--- config.mk ---
export PLATFORM = sky130hd
export DESIGN_NAME = irq_pending_latch_flat
export DESIGN_NICKNAME = d
export VERILOG_FILES = /design/src/rtl/irq_pending_latch_pkg.sv /design/src/rtl/irq_pending_latch_if.sv /design/src/rtl/irq_pending_latch_edge_det.sv /design/src/rtl/irq_pending_latch.sv /design/src/flat_wrapper.sv
export SDC_FILE = /design/constraint.sdc
export NUM_CORES = 1
export LEC_CHECK = 0
export CORE_MARGIN = 2
export CORE_UTILIZATION = 35
export DETAILED_ROUTE_END_ITERATION = 16
export PLACE_DENSITY_LB_ADDON = 0.05
export SYNTH_ARGS = -nofsm -noshare
export SYNTH_HDL_FRONTEND = slang
export SYNTH_SLANG_ARGS = --single-unit
--- constraint.sdc ---
create_clock -name clk -period 1.2 [get_ports clk]
set_input_delay 0.3 -clock clk [delete_from_list [all_inputs] [get_ports clk]]
set_output_delay 0.3 -clock clk [all_outputs]
set_load 0.05 [all_outputs]
--- src/rtl/irq_pending_latch_pkg.sv ---
// Shared constants and types for the interrupt pending latch and its encoder hookup.
// Optional IRQ_LEVEL_EN selects level-sensitive requests; default is edge mode.
package irq_pkg;

    localparam int IRQ_N     = 16;
    localparam int IRQ_IDX_W = 4;

    typedef logic [IRQ_N-1:0]     irq_vec_t;
    typedef logic [IRQ_IDX_W-1:0] irq_idx_t;

    typedef enum logic [1:0] {
        IDLE,
        PRESENT,
        SERVICE
    } irq_state_t;

    function automatic irq_vec_t irq_onehot(input irq_idx_t idx);
        irq_vec_t v;
        v      = '0;
        v[idx] = 1'b1;
        return v;
    endfunction

endpackage

--- src/rtl/irq_pending_latch_if.sv ---
// Request, encoder and valid/ack/eoi handshake signals of the interrupt pending latch.
// The slave modport is the latch itself; master is the surrounding parent.
interface irq_pending_latch_if;
    import irq_pkg::*;

    irq_vec_t req_in;
    irq_vec_t mask;
    irq_vec_t pend_out;
    irq_idx_t enc_y;
    logic     irq_valid;
    irq_idx_t irq_id;
    logic     irq_ack;
    logic     irq_eoi;
    logic     in_service;

    modport master (
        output req_in, mask, enc_y, irq_ack, irq_eoi,
        input  pend_out, irq_valid, irq_id, in_service
    );

    modport slave (
        input  req_in, mask, enc_y, irq_ack, irq_eoi,
        output pend_out, irq_valid, irq_id, in_service
    );

endinterface

--- src/rtl/irq_pending_latch_edge_det.sv ---
// Rising-edge detector for the request lines; becomes a wire when IRQ_LEVEL_EN is defined.
module irq_edge_det
    import irq_pkg::*;
(
    input  logic     clk,
    input  logic     rst_n,
    input  irq_vec_t req_i,
    output irq_vec_t edge_o
);

`ifdef IRQ_LEVEL_EN
    assign edge_o = req_i;
`else
    irq_vec_t req_q;

    // req_q resets low so a request already high at reset release counts as an edge
    always_ff @(posedge clk) begin
        if (!rst_n) begin
            req_q <= '0;
        end else begin
            req_q <= req_i;
        end
    end

    assign edge_o = req_i & ~req_q;
`endif

endmodule

--- src/rtl/irq_pending_latch.sv ---
// Interrupt pending latch: latches request edges, feeds an external priority encoder,
// and services one interrupt at a time. IRQ_LEVEL_EN selects level mode.
module irq_pending_latch
    import irq_pkg::*;
(
    input  logic                clk,
    input  logic                rst_n,
    irq_pending_latch_if.slave  bus
);

    irq_vec_t   req_edge;
    irq_vec_t   pending_q;
    irq_vec_t   pending_d;
    irq_vec_t   pend_out_q;
    irq_state_t state_q;
    irq_state_t state_d;
    logic       irq_valid_q;
    logic       irq_valid_d;
    logic       in_service_q;
    logic       in_service_d;
    irq_idx_t   irq_id_q;
    irq_idx_t   irq_id_d;

    irq_edge_det u_edge_det (
        .clk    (clk),
        .rst_n  (rst_n),
        .req_i  (bus.req_in),
        .edge_o (req_edge)
    );

`ifdef IRQ_LEVEL_EN
    assign pending_d = req_edge;
`else
    irq_vec_t clr;

    // A fresh edge ORed in after the clear lets a new request win over the ack
    assign clr       = (state_q == PRESENT && bus.irq_ack) ? irq_onehot(irq_id_q) : '0;
    assign pending_d = (pending_q & ~clr) | req_edge;
`endif

    always_ff @(posedge clk) begin
        if (!rst_n) begin
            pending_q    <= '0;
            pend_out_q   <= '0;
            state_q      <= IDLE;
            irq_valid_q  <= 1'b0;
            irq_id_q     <= '0;
            in_service_q <= 1'b0;
        end else begin
            pending_q    <= pending_d;
            pend_out_q   <= pending_d & ~bus.mask;
            state_q      <= state_d;
            irq_valid_q  <= irq_valid_d;
            irq_id_q     <= irq_id_d;
            in_service_q <= in_service_d;
        end
    end

    // Once presented, the ID is held even if its line is masked afterwards
    always_comb begin
        state_d      = state_q;
        irq_valid_d  = irq_valid_q;
        irq_id_d     = irq_id_q;
        in_service_d = in_service_q;
        unique case (state_q)
            IDLE: begin
                if (pend_out_q != '0) begin
                    irq_id_d    = bus.enc_y;
                    irq_valid_d = 1'b1;
                    state_d     = PRESENT;
                end
            end
            PRESENT: begin
                if (bus.irq_ack) begin
                    irq_valid_d  = 1'b0;
                    in_service_d = 1'b1;
                    state_d      = SERVICE;
                end
            end
            SERVICE: begin
                if (bus.irq_eoi) begin
                    in_service_d = 1'b0;
                    state_d      = IDLE;
                end
            end
            default: begin
                state_d = IDLE;
            end
        endcase
    end

    assign bus.pend_out   = pend_out_q;
    assign bus.irq_valid  = irq_valid_q;
    assign bus.irq_id     = irq_id_q;
    assign bus.in_service = in_service_q;

endmodule

--- src/flat_wrapper.sv ---
// flat-port wrapper written by rule: the top's interface ports become plain ports
module irq_pending_latch_flat import irq_pkg::*;
  (clk, rst_n, bus_req_in, bus_mask, bus_enc_y, bus_irq_ack, bus_irq_eoi, bus_pend_out, bus_irq_valid, bus_irq_id, bus_in_service);
  irq_pending_latch_if bus_i ();
  input  logic clk;
  input  logic rst_n;
  input wire logic [$bits(bus_i.req_in)-1:0] bus_req_in;
  input wire logic [$bits(bus_i.mask)-1:0] bus_mask;
  input wire logic [$bits(bus_i.enc_y)-1:0] bus_enc_y;
  input wire logic [$bits(bus_i.irq_ack)-1:0] bus_irq_ack;
  input wire logic [$bits(bus_i.irq_eoi)-1:0] bus_irq_eoi;
  output wire logic [$bits(bus_i.pend_out)-1:0] bus_pend_out;
  output wire logic [$bits(bus_i.irq_valid)-1:0] bus_irq_valid;
  output wire logic [$bits(bus_i.irq_id)-1:0] bus_irq_id;
  output wire logic [$bits(bus_i.in_service)-1:0] bus_in_service;
  assign bus_i.req_in = bus_req_in;
  assign bus_i.mask = bus_mask;
  assign bus_i.enc_y = bus_enc_y;
  assign bus_i.irq_ack = bus_irq_ack;
  assign bus_i.irq_eoi = bus_irq_eoi;
  assign bus_pend_out = bus_i.pend_out;
  assign bus_irq_valid = bus_i.irq_valid;
  assign bus_irq_id = bus_i.irq_id;
  assign bus_in_service = bus_i.in_service;
  irq_pending_latch u_core (.clk(clk), .rst_n(rst_n), .bus(bus_i));
endmodule
==> results.py, run 1 <==
metrics = {
    "run_status": {
        "status": "finished, violations left",
        "violations": "setup timing",
    },
    "logic_synthesis": {
        "yosysTopAreaCellShare_pct": 59.3,
        "synth_top_area_cell": "dfxtp_1",
        "yosysSeqAreaShare_pct": 59.3,
        "synth_edf_count": 0,
        "postSynthCellCount": 195,
        "synthXorXnorAreaFrac_pct": 0,
        "synth_nets": 235,
        "muxShareOfSynthArea_pct": 2.12,
        "ys_types": 20,
        "ys_seq_elements": 56,
        "synth.area.top_cells": "dfxtp_1 (59%), nand2_1 (8.3%), o311ai_0 (7.4%)",
        "synth-simple-area-share_pct": 19.0,
        "synth_fa_ha_area_share_pct": 0,
        "async_flop_share_pct": 0,
        "yosys_warnings": 0,
        "synth_ff_type": "dfxtp_1",
        "syn_avg_cell_area_sq_um": 9.70,
        "syn_area_sq_um": 1890,
        "synth_top_family_by_area": "simple AND/OR/NAND/NOR gates",
        "synth_compound_area_share_pct": 14.8,
    },
    "floorplanning": {
        "initial_core_util_pct": 36.6,
        "num_io_pins": 62,
        "core_area_sq_um": 5170,
        "die-area_sq_um": 6010,
        "die_h_microns": 77.5,
        "die_w_microns": 77.5,
        "row_count": 26,
    },
    "finish": {
        "utilization_pct": 72.0,
        "layout-drive-gt1-share_pct": 46.6,
        "nFillCells": 368,
        "most-common-layout-cells": "nand2_1 (41), clkdlybuf4s50_1 (37), dfxtp_1 (33)",
        "n_antenna_cell": 0,
        "syn_to_final_growth_pct": 97.0,
        "final_common_cell": "nand2_1",
        "finalNetCount": 335,
    },
    "drt": {
        "dr.pass1.iters": 4,
        "ant_nets": 0,
        "wl_per_cell_microns": 13.4,
        "viasPerCell": 4.63,
        "routed_wl_microns": 4910,
        "drc": 0,
        "drt-initial-drc-count": 38,
        "vias": 1693,
    },
    "global_route": {
        "overflow": 0,
        "grt_pass1_wl_microns": 7940,
        "antenna_found_initial": 0,
        "grt_pass1_vias": 1680,
        "grt_util_all_layers_pct": 17.1,
        "grt_max_degree": 21,
    },
    "clock_network": {
        "h-tree-depth": 2,
        "ctsRootBufferMaster": "clkbuf_8",
        "clkLatencyLatePin_ns": 0.30,
        "cts_max_path_buffers": 2,
        "cts.clk_slew.worst_paths_ns": 0.09,
        "cts_tree": "built",
        "cts.sinks": 56,
        "cts_buffers": 5,
    },
    "sta": {
        "min_period_ns": 1.30,
        "slew_headroom_pct": 75.9,
        "fmax_mhz": 767,
        "rsz0062_at_grt": "true",
        "hold_viol_final": 0,
        "setup_viol_count_final": 34,
        "finalClockSkew_ns": 0.00371,
        "fin_ws_ns": -0.104,
        "final_max_slew_viol_count": 0,
        "finalCritPeriodShare_pct": 109,
        "holdWs_ns": 0.437,
        "worst_slew_pin_slew_ns": 0.361,
        "final.setup.tns_ns": -0.983,
    },
    "worst_setup_path": {
        "r2r_end": "u_core.bus.irq_valid$_SDFFE_PN0P_",
        "ff2ff_setup_slack_ns": -0.10,
        "worst_setup_path_start_kind": "flip-flop",
        "critPathCapture": "u_core.bus.irq_valid$_SDFFE_PN0P_",
        "cp_max_fo": 6,
        "worstPathCellList": "nor4_4 > a41oi_4 > o21a_1",
        "worstSetupEndpointType": "flip-flop",
        "worstSetupPathType": "flip-flop to flip-flop",
        "r2r_start": "u_core.bus.pend_out[0]$_SDFF_PN0_",
        "required_ns": 1.41,
        "critPathMaxStageDelay_ns": 0.36,
        "startpoint": "u_core.bus.pend_out[0]$_SDFF_PN0_",
        "crit_path_top_delay_cell": "dfxtp_4",
        "r2r_cells": 3,
        "arrival_ns": 1.51,
    },
    "power": {
        "powerDensity_nw_per_um2": 1240,
        "p_leak_nw": 1.58,
        "total_power_mw": 4.62,
        "irDropWorstVdd_uv": 891,
    },
    "place": {
        "place_hpwl_microns": 3320,
        "portBuffers": 61,
        "pre_cts_slack_ns": -0.620,
        "gp_congestion": 0.719,
    },
    "run": {
        "maxCapViolCount": 0,
    },
    "min_path": {
        "hold_path_class": "primary input to flip-flop",
    },
}
-- state kept, by name, indices dropped and copies added, names as in the netlist --
signal                   flops
u_core.bus.in_service        1
u_core.u_edge_det.req_q     16
u_core.bus.irq_id            4
u_core.bus.pend_out         16
u_core.bus.irq_valid         1
u_core.state_q               2
u_core.pending_q            16
-- critical path, delay by kind of cell, from the launching register on --
kind / cells / cell delay, ns
AOI/OAI and AO/OA: 2 / 0.49
DFF: 1 / 0.36
and+or+nand+nor: 1 / 0.36
-- cells by family after synthesis --
logic type             Yosys count
AND/OR/NAND/NOR                 73
flip-flops                      56
AO/OA/AOI/OAI                   39
buffers and inverters           23
multiplexers                     4
-- worst min-delay path by stage --
stage | startpoint | end | slack, ns | cells after the start
after floorplan | bus_mask[0] | u_core.bus.pend_out[0]$_SDFF_PN0_ | 0.36 | 1
after global placement | u_core.pending_q[10]$_SDFF_PN0_ | u_core.pending_q[10]$_SDFF_PN0_ | 0.47 | 2
after detailed placement | u_core.pending_q[2]$_SDFF_PN0_ | u_core.pending_q[2]$_SDFF_PN0_ | 0.48 | 2
after CTS | rst_n | u_core.u_edge_det.req_q[12]$_SDFF_PN0_ | 0.43 | 4
after global routing | rst_n | u_core.bus.pend_out[14]$_SDFF_PN0_ | 0.44 | 4
final | rst_n | u_core.u_edge_det.req_q[12]$_SDFF_PN0_ | 0.44 | 4
-- timing repair --
| action | in CTS | in global routing |
|---|---|---|
| setup buffers | 8 | 1 |
| setup endpoints to repair | 55 | 56 |
| resized for setup | 49 | 7 |
| hold buffers | 0 | 0 |
| pin swaps | 15 | 12 |
-- layer usage --
metal	up-vias	track usage, %	wire (microns)
met2	45	28.5	2310
met1	777	21.6	2290
met4	0	4.29	61
met3	7	5.12	244
met5	-	0	0
li1	864	-	-
-- synthesized netlist by cell type, types with 2 or more instances --
master and instances:
clkbuf_1 2, o311ai_0 16, or2_2 18, o21a_1 4, nor4_1 4, dfxtp_1 56, mux2i_1 4, a21oi_1 17
nor3b_1 2, buf_2 3, nand2b_1 3, inv_1 17, nand2_1 42
-- per-stage QoR --
stage	area, sq um	cells
after floorplan	2100	195
after global placement	3220	349
after detailed placement	3220	349
after CTS	3680	365
after global routing	3730	366
final	3730	366
-- report_power, final --
| part | internal, mW | total, mW | switching, mW |
|---|---|---|---|
| Combinational | 0.755 | 1.41 | 0.656 |
| Clock | 0.472 | 1.05 | 0.577 |
| Sequential | 2.02 | 2.16 | 0.138 |
| Total | 3.24 | 4.62 | 1.37 |
-- final cells by class --
| type | instances | area, sq um | share of cell area, % |
|---|---|---|---|
| Tap cell | 70 | 87.6 | 2.35 |
| Timing Repair Buffer | 99 | 1220 | 32.8 |
| Multi-Input combinational cell | 116 | 1070 | 28.8 |
| Clock buffer | 8 | 90.1 | 2.42 |
| Sequential cell | 56 | 1180 | 31.7 |
| Inverter | 17 | 67.6 | 1.81 |
(Power assumes the default switching activity.)
==> run 2, diff against run 1 <==
--- a/config.mk
+++ b/config.mk
@@ -7,2 +7,3 @@
 export LEC_CHECK = 0
+export CAP_MARGIN = 20
 export CORE_MARGIN = 2
@@ -10,2 +11,3 @@
 export DETAILED_ROUTE_END_ITERATION = 16
+export GPL_TIMING_DRIVEN = 0
 export PLACE_DENSITY_LB_ADDON = 0.05
==> constraint.sdc (replaced) <==
create_clock -name clk -period 1.2 [get_ports clk]
set_input_delay 0.24 -clock clk [delete_from_list [all_inputs] [get_ports clk]]
set_output_delay 0.24 -clock clk [all_outputs]
set_load 0.05 [all_outputs]
==> results.py, run 2 (synthesis results as in run 1) <==
metrics = {
    "place": {
        "portBuffers": 60,
        "gp_congestion": 0.695,
        "place_hpwl_microns": 3110,
        "dp.cells": 325,
    },
    "worst_setup_path": {
        "r2r_end": "u_core.bus.pend_out[7]$_SDFF_PN0_",
        "worst_setup_path_start_kind": "flip-flop",
        "arrival_ns": 1.49,
        "required_ns": 1.39,
        "r2r_cells": 4,
        "worstSetupPathType": "flip-flop to flip-flop",
        "cp_max_fo": 8,
        "worstSetupEndpointType": "flip-flop",
        "startpoint": "u_core.state_q[1]$_SDFFE_PN0P_",
        "r2r_start": "u_core.state_q[1]$_SDFFE_PN0P_",
        "ff2ff_setup_slack_ns": -0.1,
    },
    "sta": {
        "setup_viol_count_final": 32,
        "hold_viol_final": 0,
        "rsz0062_at_grt": "true",
        "fin_ws_ns": -0.0976,
        "fmax_mhz": 771,
        "holdWs_ns": 0.243,
        "slew_headroom_pct": 66.3,
        "min_period_ns": 1.30,
        "final.setup.tns_ns": -1.03,
        "finalCritPeriodShare_pct": 108,
        "final_max_slew_viol_count": 0,
        "finalClockSkew_ns": 0.00393,
        "worst_slew_pin_slew_ns": 0.506,
    },
    "drt": {
        "drt-initial-drc-count": 47,
        "wl_per_cell_microns": 14.3,
        "vias": 1582,
        "ant_nets": 0,
        "drc": 0,
        "viasPerCell": 4.65,
        "routed_wl_microns": 4870,
        "dr.pass1.iters": 4,
    },
    "global_route": {
        "grt_util_all_layers_pct": 17.0,
        "antenna_found_initial": 0,
        "grt_max_degree": 17,
        "grt_pass1_wl_microns": 7910,
        "grt_pass1_vias": 1538,
        "overflow": 0,
    },
    "power": {
        "total_power_mw": 4.44,
        "p_leak_nw": 1.35,
        "irDropWorstVdd_uv": 615,
        "powerDensity_nw_per_um2": 1390,
    },
    "clock_network": {
        "ctsRootBufferMaster": "clkbuf_8",
        "clkLatencyLatePin_ns": 0.30,
        "cts_tree": "built",
        "cts.clk_slew.worst_paths_ns": 0.09,
        "h-tree-depth": 2,
        "cts.sinks": 56,
        "cts_hold_buf": 0,
        "cts_buffers": 5,
        "cts_max_path_buffers": 2,
    },
    "min_path": {
        "hold_path_class": "primary input to flip-flop",
        "hold_end": "u_core.u_edge_det.req_q[12]$_SDFF_PN0_",
        "whs_path_depth": 3,
        "min-delay-start": "rst_n",
    },
    "floorplanning": {
        "initial_core_util_pct": 36.6,
        "die_h_microns": 77.5,
        "die_w_microns": 77.5,
        "num_io_pins": 62,
        "die-area_sq_um": 6010,
        "core_area_sq_um": 5170,
        "row_count": 26,
    },
    "run": {
        "maxCapViolCount": 0,
    },
    "finish": {
        "layoutNonFillerInstCount": 340,
        "most-common-layout-cells": "nand2_1 (41), clkdlybuf4s50_1 (37), dfxtp_1 (34)",
        "syn_to_final_growth_pct": 68.9,
        "final_common_cell": "nand2_1",
        "layout-drive-gt1-share_pct": 42.6,
        "n_antenna_cell": 0,
        "finalNetCount": 309,
    },
    "run_status": {
        "status": "finished, violations left",
        "violations": "setup timing",
    },
}
-- run 2: worst max-delay path, cell delays in order (launching register included) --
cell and delay [ns]:
dfxtp_4 0.37, nand4b_1 0.20, buf_8 0.20, o311ai_4 0.31
a21oi_1 0.10
-- run 2: worst max path at each step --
stage          slack, ns                            endpoint
2_1_floorplan       -0.1  u_core.bus.pend_out[11]$_SDFF_PN0_
3_3_place_gp       -0.87   u_core.bus.pend_out[1]$_SDFF_PN0_
3_5_place_dp       -0.87   u_core.bus.pend_out[1]$_SDFF_PN0_
4_1_cts            -0.08      u_core.state_q[0]$_SDFFE_PN0P_
5_1_grt            -0.14      u_core.state_q[0]$_SDFFE_PN0P_
6_report            -0.1   u_core.bus.pend_out[7]$_SDFF_PN0_
-- run 2: per-layer routing --
layer | share of wire, % | track usage (%) | vias to the layer above
met3 | 6.2 | 5.35 | 5
met1 | 45 | 21.6 | 726
met5 | 0 | 0 | -
met4 | 0.86 | 4.29 | 0
met2 | 48 | 27.9 | 40
li1 | - | - | 811
-- run 2: through the flow --
stage          setup slack (ns)  area [sq um]  utilization [%]
6_report                -0.0976          3200             61.8
5_1_grt                  -0.137          3200             61.8
4_1_cts                 -0.0812          3130             60.6
3_5_place_dp             -0.872          2790             53.8
3_3_place_gp             -0.867          2790             53.8
2_1_floorplan           -0.0955          2100                -
-- run 2: report_power, final --
group	internal (mW)	total [mW]	switching, mW
clock	0.620	1.20	0.584
combinational	0.478	1.09	0.610
sequential	2.02	2.15	0.130
-- run 2: what timing repair did --
item,in CTS,in global routing
setup buffers,7,0
pin swaps,22,19
resized for setup,154,22
setup endpoints to repair,60,52
-- run 2: area by class of cell --
| class | instances | area (sq um) |
|---|---|---|
| Multi-Input combinational cell | 116 | 1090 |
| Timing Repair Buffer | 67 | 616 |
| Buffer | 6 | 50.0 |
| Inverter | 17 | 67.6 |
| Clock buffer | 6 | 72.6 |
| Fill cell | 440 | 1980 |
| Tap cell | 70 | 87.6 |
| Sequential cell | 56 | 1180 |
| Clock inverter | 2 | 35.0 |
